===== src/rtl/fir_band_sched.sv =====
// fir_band_sched: time-multiplexes one FIR MAC core across NUM_BANDS bands.
// For each accepted sample it runs one coefficient sweep per enabled band
// (ascending index) and captures the core output into a per-band slice.
// Ports:
//   clk, rst             clock, async active-high reset
//   smpl_vld/smpl_rdy    sample handshake (ready only in IDLE)
//   band_en              band enable mask, sampled on accept
//   sequencing           drives the core sequencing input
//   band_sel             active band (coefficient ROM / sample queue select)
//   cff_ptr              core coefficient pointer (sequence check only)
//   core_smpl_out        core filter output
//   band_out             per-band results, band b at [16b+15:16b]
//   out_vld              one-cycle pulse, all slices valid
//   ovr, seq_err         sticky overrun / pointer-mismatch flags
// Optional: define FIR_SCHED_SEQCHK_EN to enable the end-of-sweep pointer
// check; otherwise cff_ptr is unused and seq_err is tied 0.
module fir_band_sched #(
    parameter int NUM_BANDS = 4,
    parameter int NUM_COEFF = 1021
) (
    input  logic                        clk,
    input  logic                        rst,
    input  logic                        smpl_vld,
    output logic                        smpl_rdy,
    input  logic [NUM_BANDS-1:0]        band_en,
    output logic                        sequencing,
    output logic [$clog2(NUM_BANDS)-1:0] band_sel,
    input  logic [9:0]                  cff_ptr,
    input  logic [15:0]                 core_smpl_out,
    output logic [16*NUM_BANDS-1:0]     band_out,
    output logic                        out_vld,
    output logic                        ovr,
    output logic                        seq_err
);

    localparam int SW = $clog2(NUM_BANDS);
    localparam int TW = $clog2(NUM_COEFF + 2);

    typedef enum logic [2:0] {
        IDLE, RUN, SETTLE, CAPT, DONE
    } state_t;

    state_t              state;
    state_t              state_nxt;
    logic [TW-1:0]       tap;
    logic [NUM_BANDS-1:0] en_q;
    logic [SW-1:0]       sel_q;
    logic                tap_last;
    logic                first_found;
    logic [SW-1:0]       first_idx;
    logic                nxt_found;
    logic [SW-1:0]       nxt_idx;

    assign tap_last = (tap == TW'(NUM_COEFF));
    assign band_sel = sel_q;

    // Lowest enabled band in the live mask (used at accept).
    always_comb begin
        first_found = 1'b0;
        first_idx   = '0;
        for (int i = NUM_BANDS - 1; i >= 0; i--) begin
            if (band_en[i]) begin
                first_found = 1'b1;
                first_idx   = SW'(i);
            end
        end
    end

    // Lowest latched-enabled band above the current one.
    always_comb begin
        nxt_found = 1'b0;
        nxt_idx   = '0;
        for (int i = NUM_BANDS - 1; i >= 0; i--) begin
            if (en_q[i] && (i > int'(sel_q))) begin
                nxt_found = 1'b1;
                nxt_idx   = SW'(i);
            end
        end
    end

    // State register.
    always_ff @(posedge clk or posedge rst) begin
        if (rst) state <= IDLE;
        else     state <= state_nxt;
    end

    // Next-state logic.
    always_comb begin
        state_nxt = state;
        unique case (state)
            IDLE: begin
                if (smpl_vld) state_nxt = first_found ? RUN : DONE;
            end
            RUN: begin
                if (tap_last) state_nxt = SETTLE;
            end
            SETTLE: state_nxt = CAPT;
            CAPT:   state_nxt = nxt_found ? RUN : DONE;
            DONE:   state_nxt = IDLE;
            default: state_nxt = IDLE;
        endcase
    end

    // Outputs decoded from the state register only.
    always_comb begin
        smpl_rdy   = (state == IDLE);
        sequencing = (state == RUN);
        out_vld    = (state == DONE);
    end

    // Datapath registers.
    always_ff @(posedge clk or posedge rst) begin
        if (rst) begin
            tap      <= '0;
            en_q     <= '0;
            sel_q    <= '0;
            band_out <= '0;
            ovr      <= 1'b0;
        end else begin
            if (state == RUN) tap <= tap_last ? '0 : tap + 1'b1;
            if (smpl_vld && state != IDLE) ovr <= 1'b1;
            if (state == IDLE && smpl_vld) begin
                en_q <= band_en;
                if (first_found) sel_q <= first_idx;
                for (int b = 0; b < NUM_BANDS; b++) begin
                    if (!band_en[b]) band_out[16*b +: 16] <= '0;
                end
            end
            if (state == CAPT) begin
                band_out[16*int'(sel_q) +: 16] <= core_smpl_out;
                if (nxt_found) sel_q <= nxt_idx;
            end
        end
    end

`ifdef FIR_SCHED_SEQCHK_EN
    // Core must present its done pointer in the cycle after the sweep.
    always_ff @(posedge clk or posedge rst) begin
        if (rst) begin
            seq_err <= 1'b0;
        end else if (state == SETTLE && cff_ptr != 10'(NUM_COEFF + 1)) begin
            seq_err <= 1'b1;
        end
    end
`else
    logic unused_cff_ptr;
    assign unused_cff_ptr = ^cff_ptr;
    assign seq_err        = 1'b0;
`endif

endmodule


===== config.mk =====
export PLATFORM = sky130hd
export DESIGN_NAME = fir_band_sched
export DESIGN_NICKNAME = d
export VERILOG_FILES = /design/src/rtl/fir_band_sched.sv
export SDC_FILE = /design/constraint.sdc
export NUM_CORES = 1
export LEC_CHECK = 0
export BUFFER_PORTS_ARGS = -buffer_cell sky130_fd_sc_hd__clkbuf_2
export CORE_MARGIN = 4
export CORE_UTILIZATION = 51
export CTS_CLUSTER_DIAMETER = 200
export DETAILED_ROUTE_END_ITERATION = 10
export PLACE_DENSITY = 0.79
export SYNTH_ARGS = -nofsm -noshare
export SYNTH_HDL_FRONTEND = slang
export SYNTH_SLANG_ARGS = --single-unit

===== constraint.sdc =====
create_clock -name clk -period 3.6 [get_ports clk]
set_clock_uncertainty 0.1 [all_clocks]
set_input_delay 0.54 -clock clk [delete_from_list [all_inputs] [get_ports clk]]
set_output_delay 0.54 -clock clk [all_outputs]
set_load 0.01 [all_outputs]

==> Word-level counts from Yosys, hierarchy flattened <==
Index checks and enable logic that the tools add are counted.
{ "op_classes": {"add_sub_neg": 2, "multipliers": 0, "div": 0, "n_lt_le_gt_ge": 3, "n_eq_ne": 7, "shift": 2, "mux": 31, "n_bitwise": 0, "n_reduce_logical": 8} }
{ "ops": {"columns": ["op", "n"], "rows": [
  ["two-way mux 64 bit", 2],
  ["bitwise mux 64 bit", 1],
  ["two-way mux 16 bit", 4],
  ["variable shift 16 x 33 -> 64 bit, first input constant", 1],
  ["indexed part select 16 x 33 -> 64 bit", 1],
  ["negation 6 -> 33 bit", 1],
  ["two-way mux 2 bit", 11],
  ["two-way mux 3 bit", 4],
  ["one-hot mux 3 bit (4 select lines)", 1],
  ["adder 10 x 1 -> 10 bit, second input constant", 1],
  ["equality test 10 bit, second input constant", 1],
  ["two-way mux 10 bit", 1],
  ["two-way mux 1 bit", 7],
  ["equality test 3 x 2 -> 1 bit, second input constant", 2],
  ["logical AND 1 bit", 5],
  ["> comparator 2 bit, first input constant", 2],
  ["equality test 3 x 1 -> 1 bit, second input constant", 1],
  ["equality test 3 bit, second input constant", 1],
  ["zero test 3 bit", 1],
  ["nonzero test 3 bit", 1],
  ["> comparator 1 x 2 -> 1 bit, first input constant", 1],
  ["!= test 2 x 1 -> 1 bit, second input constant", 1],
  ["!= test 2 bit, second input constant", 1],
  ["AND reduction 2 bit", 1]
]} }
{ "word_totals": {"ff_bits": 84, "latchBits": 0, "mem_bits_rw": 0, "rom_bits": 0, "word_cells": 59, "mem_count": 0} }

==> Longest topological paths before layout <==
Gate-level depths: netlist (run 1).
{ "depth": {"ltp_word": 8, "depth_mapped": 7, "mapped_depth_nobuf": 6} }

==> Worst setup path after synthesis (run 1) <==
No wires, ideal clock.
{ "synth_timing": {"path_type": "reg2reg", "from": "register sel_q[0], in the netlist band_sel[0]", "to": "register band_out[10]", "setup_ns": 0.066, "arrival_time_ns": 1.992, "setup_slack_ns": 1.441, "path_stages_with_launch": 8, "n_path_buf": 2, "period_less_slack_ns": 2.159, "path_cell_list": "dfrtp_1 > inv_1 > ha_1 > nor2_1 > and4_1 > clkbuf_1 > clkbuf_1 > a22o_1"} }
{ "synth_via": {"elab_chain_len": 4} }
{ "synth_rtl": {"columns": ["item", "line", "source"], "rows": [
  ["start, declared", "47", "logic [SW-1:0] sel_q;"],
  ["start signal, assigned", "124", "if (first_found) sel_q <= first_idx;"],
  ["start signal, assigned", "131", "if (nxt_found) sel_q <= nxt_idx;"],
  ["negation 6 -> 33 bit *", "130", "band_out[16*int'(sel_q) +: 16] <= core_smpl_out;"],
  ["indexed part select 16 x 33 -> 64 bit or variable shift 16 x 33 -> 64 bit (tied branches)", "130", null],
  ["bitwise mux 64 bit *", "130", null],
  ["two-way mux 64 bit *", "129", "if (state == CAPT) begin"],
  ["end signal, assigned by index", "130", null],
  ["end, declared", "30", "output logic [16*NUM_BANDS-1:0] band_out,"]
]} }
Mark *: on every way between the ends. The rest lies on a longest branch, timed or not.
A chain may end at the register's enable or synchronous reset.

==> Final worst setup path (run 1) <==
{ "layout_timing": {"from": "register sel_q[0], in the netlist band_sel[0]", "to": "register band_out[58]"} }
Same word-level chain as after synthesis.

==> impl_results.md, run 1 <==
- Vias in the first global route: 2514
- Row count: 30
- R2r endpoint: band_out[58]
- Status: finished clean
- CTS Buf Count: 9
- Final WS setup: 1220 ps
- Placeable Area: 6760 µm²
- Post-Syn Nets: 313
- Total number of vias: 2592
- Final hold violations: 0
- Seq/Total Area, Yosys: 0.587
- Worst Reg-to-Reg Cells: 5
- Clk pwr share: 0.381
- Pleak: 2.15 nW
- Clock root buffer: clkbuf_8
- Syn. warnings: 0
- RR Startpoint: band_sel[0]
- WP data arrival: 2550 ps
- Yosys reg bits: 83
- HPWL after DPL: 5.54 mm
- Syn avg cell area: 13.1 µm²
- Cts hold-fix bufs: 0
- VDD IR-drop max: 0.192 mV
- Largest family of logic cells by synthesized area: compound AO/OA/AOI/OAI gates
- Post-Synth XOR/XNOR Area: 0.00248
- Crit start category: register
- Nets: 406
- I/O pin cnt: 104
- Sw Share: 0.241
- Die extent in x: 91.3 µm
- GPL Wtd Cong: 0.836
- Crit-path cells: inv_1 -> ha_1 -> nand3b_2 -> nor3b_4 -> a22o_1
- Reg power frac: 0.589
- Unrepaired setup endpoints after global routing: no
- Critical Path End Type: register
- Crit path time final: 2380 ps
- Max cap viols: 0
- Critical Path Start: band_sel[0]
- Delay-heaviest family, CP: simple AND/OR/NAND/NOR gates
- Routed WL: 7.90 mm
- Combinational power share: 0.030
- Worst skew pair latency: 340 ps
- DR WL/cell: 17.6 µm
- DRC Markers: 0
- Slowest cell delay on critical path: 680 ps
- Total gr overflow: 0
- R2r setup slk: 1220 ps
- Vias per cell: 5.77
- Synth Area in Simple Gates: 0.111
- Initial antenna violation count: 0
- Synth unique cells: 49
- Tightest Hold Check Type: input pin to asynchronous set/reset pin
- Final Cycle Share: 0.660
- Setup TNS: 0 ps
- Measured slew at the worst slew-check pin: 844 ps
- Post-Synth Adder-Cell Area: 0.0318
- Buffers and inverters on the worst path: 1
- I/O Buffers: 92
- Reg clk slew, reported paths: 90 ps
- GRT Resource Usage Total: 0.198
- # diodes: 0
- Layout fillers: 532
- First-pass GRT wire length: 13.1 mm
- Internal power component: 1.20 mW
- Critical Path RT: 3780 ps
- Max-slew headroom: 0.437
- Post-Place Setup Slack: 1240 ps
- Mux contribution to synthesized area: 0.0152
- Pwr dens: 378 nW/µm²
- CTS Buffer Depth: 2
- Initial DRC Count: 131
- Mapped Area: 3540 µm²
- H-Tree Level Count: 3
- CTS tree: yes
- Die area: 8330 µm²
- DIE HEIGHT: 91.3 µm
- Initial core utilization: 0.524
- Sw Pwr: 382 µW
- Largest net degree at the start of global routing: 42
- Total setup buffers inserted after CTS: 0
- Post-synthesis cell count: 271
- Fmax: 421 MHz
- CP max stage cell: nor3b_4
- Fraction of layout cells with a size suffix above 1: 0.352
- CP max FO: 16
- Area Overhead vs Synth: 18.5%
- Kind of critical path: register to register
- Drt first pass iters: 4
- Post-synthesis compound-gate area fraction: 0.212
- Remaining antenna violation count after routing: 0
- Post-CTS sizing: 0
- Max-slew violations: 0
- Clk sinks: 83
- Endpoints failing setup: 0
-- sequential cells by signal (all words and copies together) (netlist names) --
register and flops:
band_out 64, band_sel 2, en_q 3, ovr 1, state 3, tap 10
-- Yosys cell counts (all sizes together) --
library cell,number,area (µm²)
a22o,64,561
inv,7,26.3
or4,1,7.51
and3b,1,8.76
and4,2,17.5
and2,4,25.0
o21bai,1,7.51
or3b,1,11.3
nor4b,1,23.8
nor3b,2,26.3
xor2,1,8.76
nor4,2,12.5
nand3b,1,11.3
nor2b,2,12.5
nand2,12,47.6
nand2b,1,6.26
and3,2,12.5
o21ai,12,60.1
ha,9,113
o22ai,2,12.5
nand3,4,20.0
mux2,3,33.8
clkinv,1,5.00
o31a,1,8.76
conb,1,3.75
buf,11,100
dfrtp,83,2080
a31oi,1,6.26
o211ai,1,7.51
nor2,12,81.3
mux2i,2,20.0
nand4,4,25.0
nor3,4,20.0
a21oi,7,57.6
a21o,2,15.0
or4b,2,23.8
a22oi,2,15.0
clkbuf,2,7.51
-- stage by stage --
stage	util	std cells	power, mW	cell area, µm²	hold WS (ps)
finish	0.621	449	1.58	4190	151
global route	0.621	449	1.65	4190	202
CTS	0.621	449	1.60	4190	170
detailed placement	0.594	433	1.00	4020	364
global placement	0.594	433	1.00	4020	352
floorplan	-	271	0.971	3540	337
-- placed cells by master (no fill, tap or decap), drive strengths merged, types with 3 or more instances in the layout --
master,instances
dfrtp,83
nand4,4
mux2,3
clkinv,5
nor2,12
o21ai,12
nand2,12
nand3,4
nor3,4
a22o,64
clkbuf,102
buf,3
inv,7
and2,4
ha,9
a21oi,7
-- worst register-to-register path: cells and delay by family (launching register included) --
| kind | cells | cell delay [ps] |
|---|---|---|
| buffers and inverters | 1 | 170 |
| adders and majority gates | 1 | 280 |
| AOI/OAI and AO/OA | 1 | 240 |
| DFF | 1 | 580 |
| and+or+nand+nor | 2 | 940 |
-- cell type report --
type / instances / area, µm² / area share
inverters: 8 / 32.5 / 0.00776
clock buffers: 10 / 128 / 0.0304
flip-flops and latches: 83 / 2080 / 0.495
clock inverters: 6 / 50.0 / 0.0119
repair buffers: 95 / 483 / 0.115
multi-input cells: 167 / 1320 / 0.315
well taps: 80 / 100 / 0.0239
-- power groups by stage --
| stage | registers, mW | clock network (mW) | logic [mW] |
|---|---|---|---|
| after floorplan | 0.952 | 0 | 0.0187 |
| after global placement | 0.952 | 0 | 0.0482 |
| after detailed placement | 0.952 | 0 | 0.0489 |
| after CTS | 0.934 | 0.617 | 0.0491 |
| after global routing | 0.934 | 0.666 | 0.0552 |
| final | 0.934 | 0.603 | 0.0475 |
-- worst max path at each step --
stage	end	slack, ps	cells after the start
finish	band_out[58]	1220	5
global route	band_out[49]	1070	5
CTS	band_out[58]	1220	5
detailed placement	band_out[58]	1240	5
global placement	band_out[51]	1330	5
floorplan	band_out[0]	820	1
-- layer usage --
metal / global-route usage / wire [µm]
met2: 0.295 / 3620
met3: 0.0539 / 541
met4: 0.0653 / 78
met1: 0.280 / 3650
met5: 0 / 0
-- cells by family after synthesis --
logic type | after synthesis
compound gates | 93
flops | 83
simple gates | 58
buf+inv | 21
fa+ha+maj | 9
mux | 5
other cells | 1
xor+xnor | 1
No activity file was read; power rests on OpenSTA's default activity.
==> run 2, diff against run 1 <==
==> constraint.sdc (replaced) <==
create_clock -name clk -period 2.2 [get_ports clk]
set_clock_uncertainty 0.1 [all_clocks]
set_input_delay 0.33 -clock clk [delete_from_list [all_inputs] [get_ports clk]]
set_output_delay 0.33 -clock clk [all_outputs]
set_load 0.01 [all_outputs]
==> run 2 against run 1 <==
  * Clock power up 79%
  * Final area up 1.9%
  * Critical path depth down 2
  * First-iteration DRC count unchanged
  * Sequential power up 64%
  * Largest power group unchanged
==> impl_results.md, run 2 (same netlist as run 1, synthesis figures left out) <==
- Status: finished clean
- CTS Buffer Depth: 2
- Util after Layout: 0.632
- Max-slew violations: 0
- H-Tree Level Count: 3
- CTS Buf Count: 9
- Die area: 8330 µm²
- Fraction of layout cells with a size suffix above 1: 0.360
- Routed WL: 8.17 mm
- Total setup buffers inserted after CTS: 0
- Commonest non-fill, non-tap cell in the layout: clkbuf_2
- Max cap viols: 0
- Total power: 2.69 mW
- HPWL after DPL: 5.77 mm
- Min-Delay Endpoint: band_out[63]
- Unrepaired setup endpoints after global routing: no
- Worst Reg-to-Reg Cells: 3
- Initial antenna violation count: 0
- Crit path time final: 2070 ps
- Die extent in x: 91.3 µm
- R2r setup slk: 130 ps
- Row count: 30
- First-pass GRT wire length: 13.7 mm
- RR Startpoint: state[1]
- GPL Wtd Cong: 0.814
- Vias in the first global route: 2606
- Pwr dens: 630 nW/µm²
- Min-delay src: core_smpl_out[15]
- Setup TNS: 0 ps
- DP Area: 4070 µm²
- Biggest register: band_out
- Remaining antenna violation count after routing: 0
- Area Overhead vs Synth: 20.8%
- Drt first pass iters: 4
- Clock root buffer: clkbuf_8
- Crit start category: register
- Total gr overflow: 0
- Worst skew pair latency: 350 ps
- I/O pin cnt: 104
- Reg clk slew, reported paths: 90 ps
- DRC Markers: 0
- Uppermost layer routed: met4
- DR WL met3: 505 µm
- R2r endpoint: band_out[32]
- I/O Buffers: 92
- Nets: 412
- DR WL/cell: 18.0 µm
- Total number of vias: 2648
- Wire length on met2: 4.02 mm
- DIE HEIGHT: 91.3 µm
- Hold Slack: 141 ps
- Clk sinks: 83
- Fmax: 484 MHz
- Post-Place Setup Slack: 113 ps
- # diodes: 0
- Measured slew at the worst slew-check pin: 897 ps
- CP max FO: 16
- Layout fillers: 524
- Hold depth: 2
- Kind of critical path: register to register
- Initial core utilization: 0.524
- Regs by FF count: band_out: 64 flops, tap: 10 flops
- Critical Path RT: 2400 ps
- DP Cell Count: 438
- VDD IR-drop max: 0.402 mV
- Most frequent cells in the layout: 92 x clkbuf_2, 82 x dfrtp_1, 64 x a22o_1
- Endpoints failing setup: 0
- Max reg flops: 64
- GRT Resource Usage Total: 0.207
- Max-slew headroom: 0.402
- Pleak: 2.19 nW
- WP data arrival: 2260 ps
- Fin cells: 455
- Largest net degree at the start of global routing: 51
- Critical Path End Type: register
- Placeable Area: 6760 µm²
- Vias per cell: 5.82
- Final Cycle Share: 0.939
- Final WS setup: 134 ps
- CTS tree: yes
- Tightest Hold Check Type: input pin to register
- Design Area, Final: 4270 µm²
- Initial DRC Count: 131
- Met1 WL: 3.56 mm
- Final hold violations: 0
run 2: worst max-delay path by stage:
stage | startpoint | endpoint | slack (ps) | cells after the start
6_report | state[1] | band_out[32] | 130 | 3
3_3_place_gp | band_sel[0] | band_out[35] | 180 | 4
2_1_floorplan | band_sel[0] | band_out[10] | 40 | 7
4_1_cts | band_sel[0] | state[2] | 100 | 6
5_1_grt | state[1] | band_out[47] | 30 | 3
3_5_place_dp | band_sel[0] | band_out[46] | 110 | 4
run 2: what timing repair did:
action | in CTS | in global routing
hold endpoints to repair | 33 | 0
hold buffers | 1 | 0
gates resized for setup | 0 | 1
setup endpoints to repair | 0 | 15
run 2: final cells by class:
class	instances	area (µm²)	area share
Clock buffer	11	131	0.0307
Clock inverter	5	62.6	0.0146
Inverter	8	35.0	0.00820
Multi-Input combinational cell	167	1320	0.310
Sequential cell	83	2080	0.486
Tap cell	80	100	0.0234
Timing Repair Buffer	101	543	0.127
run 2: layer usage:
layer  up-vias  global-route usage
met5         -                   0
li1       1215                   -
met4         0              0.0603
met2        84               0.326
met1      1339               0.292
met3        10              0.0431
run 2: critical path, cell delays in order, from the launching register on:
cell	delay (ps)
dfrtp_1	470
and3b_1	400
a21oi_2	760
a22o_1	270
run 2: report_power, final:
| part | switching [mW] | internal, mW | total [mW] |
|---|---|---|---|
| Combinational | 0.0569 | 0.0225 | 0.0794 |
| Clock | 0.553 | 0.532 | 1.08 |
| Sequential | 0.00102 | 1.53 | 1.53 |
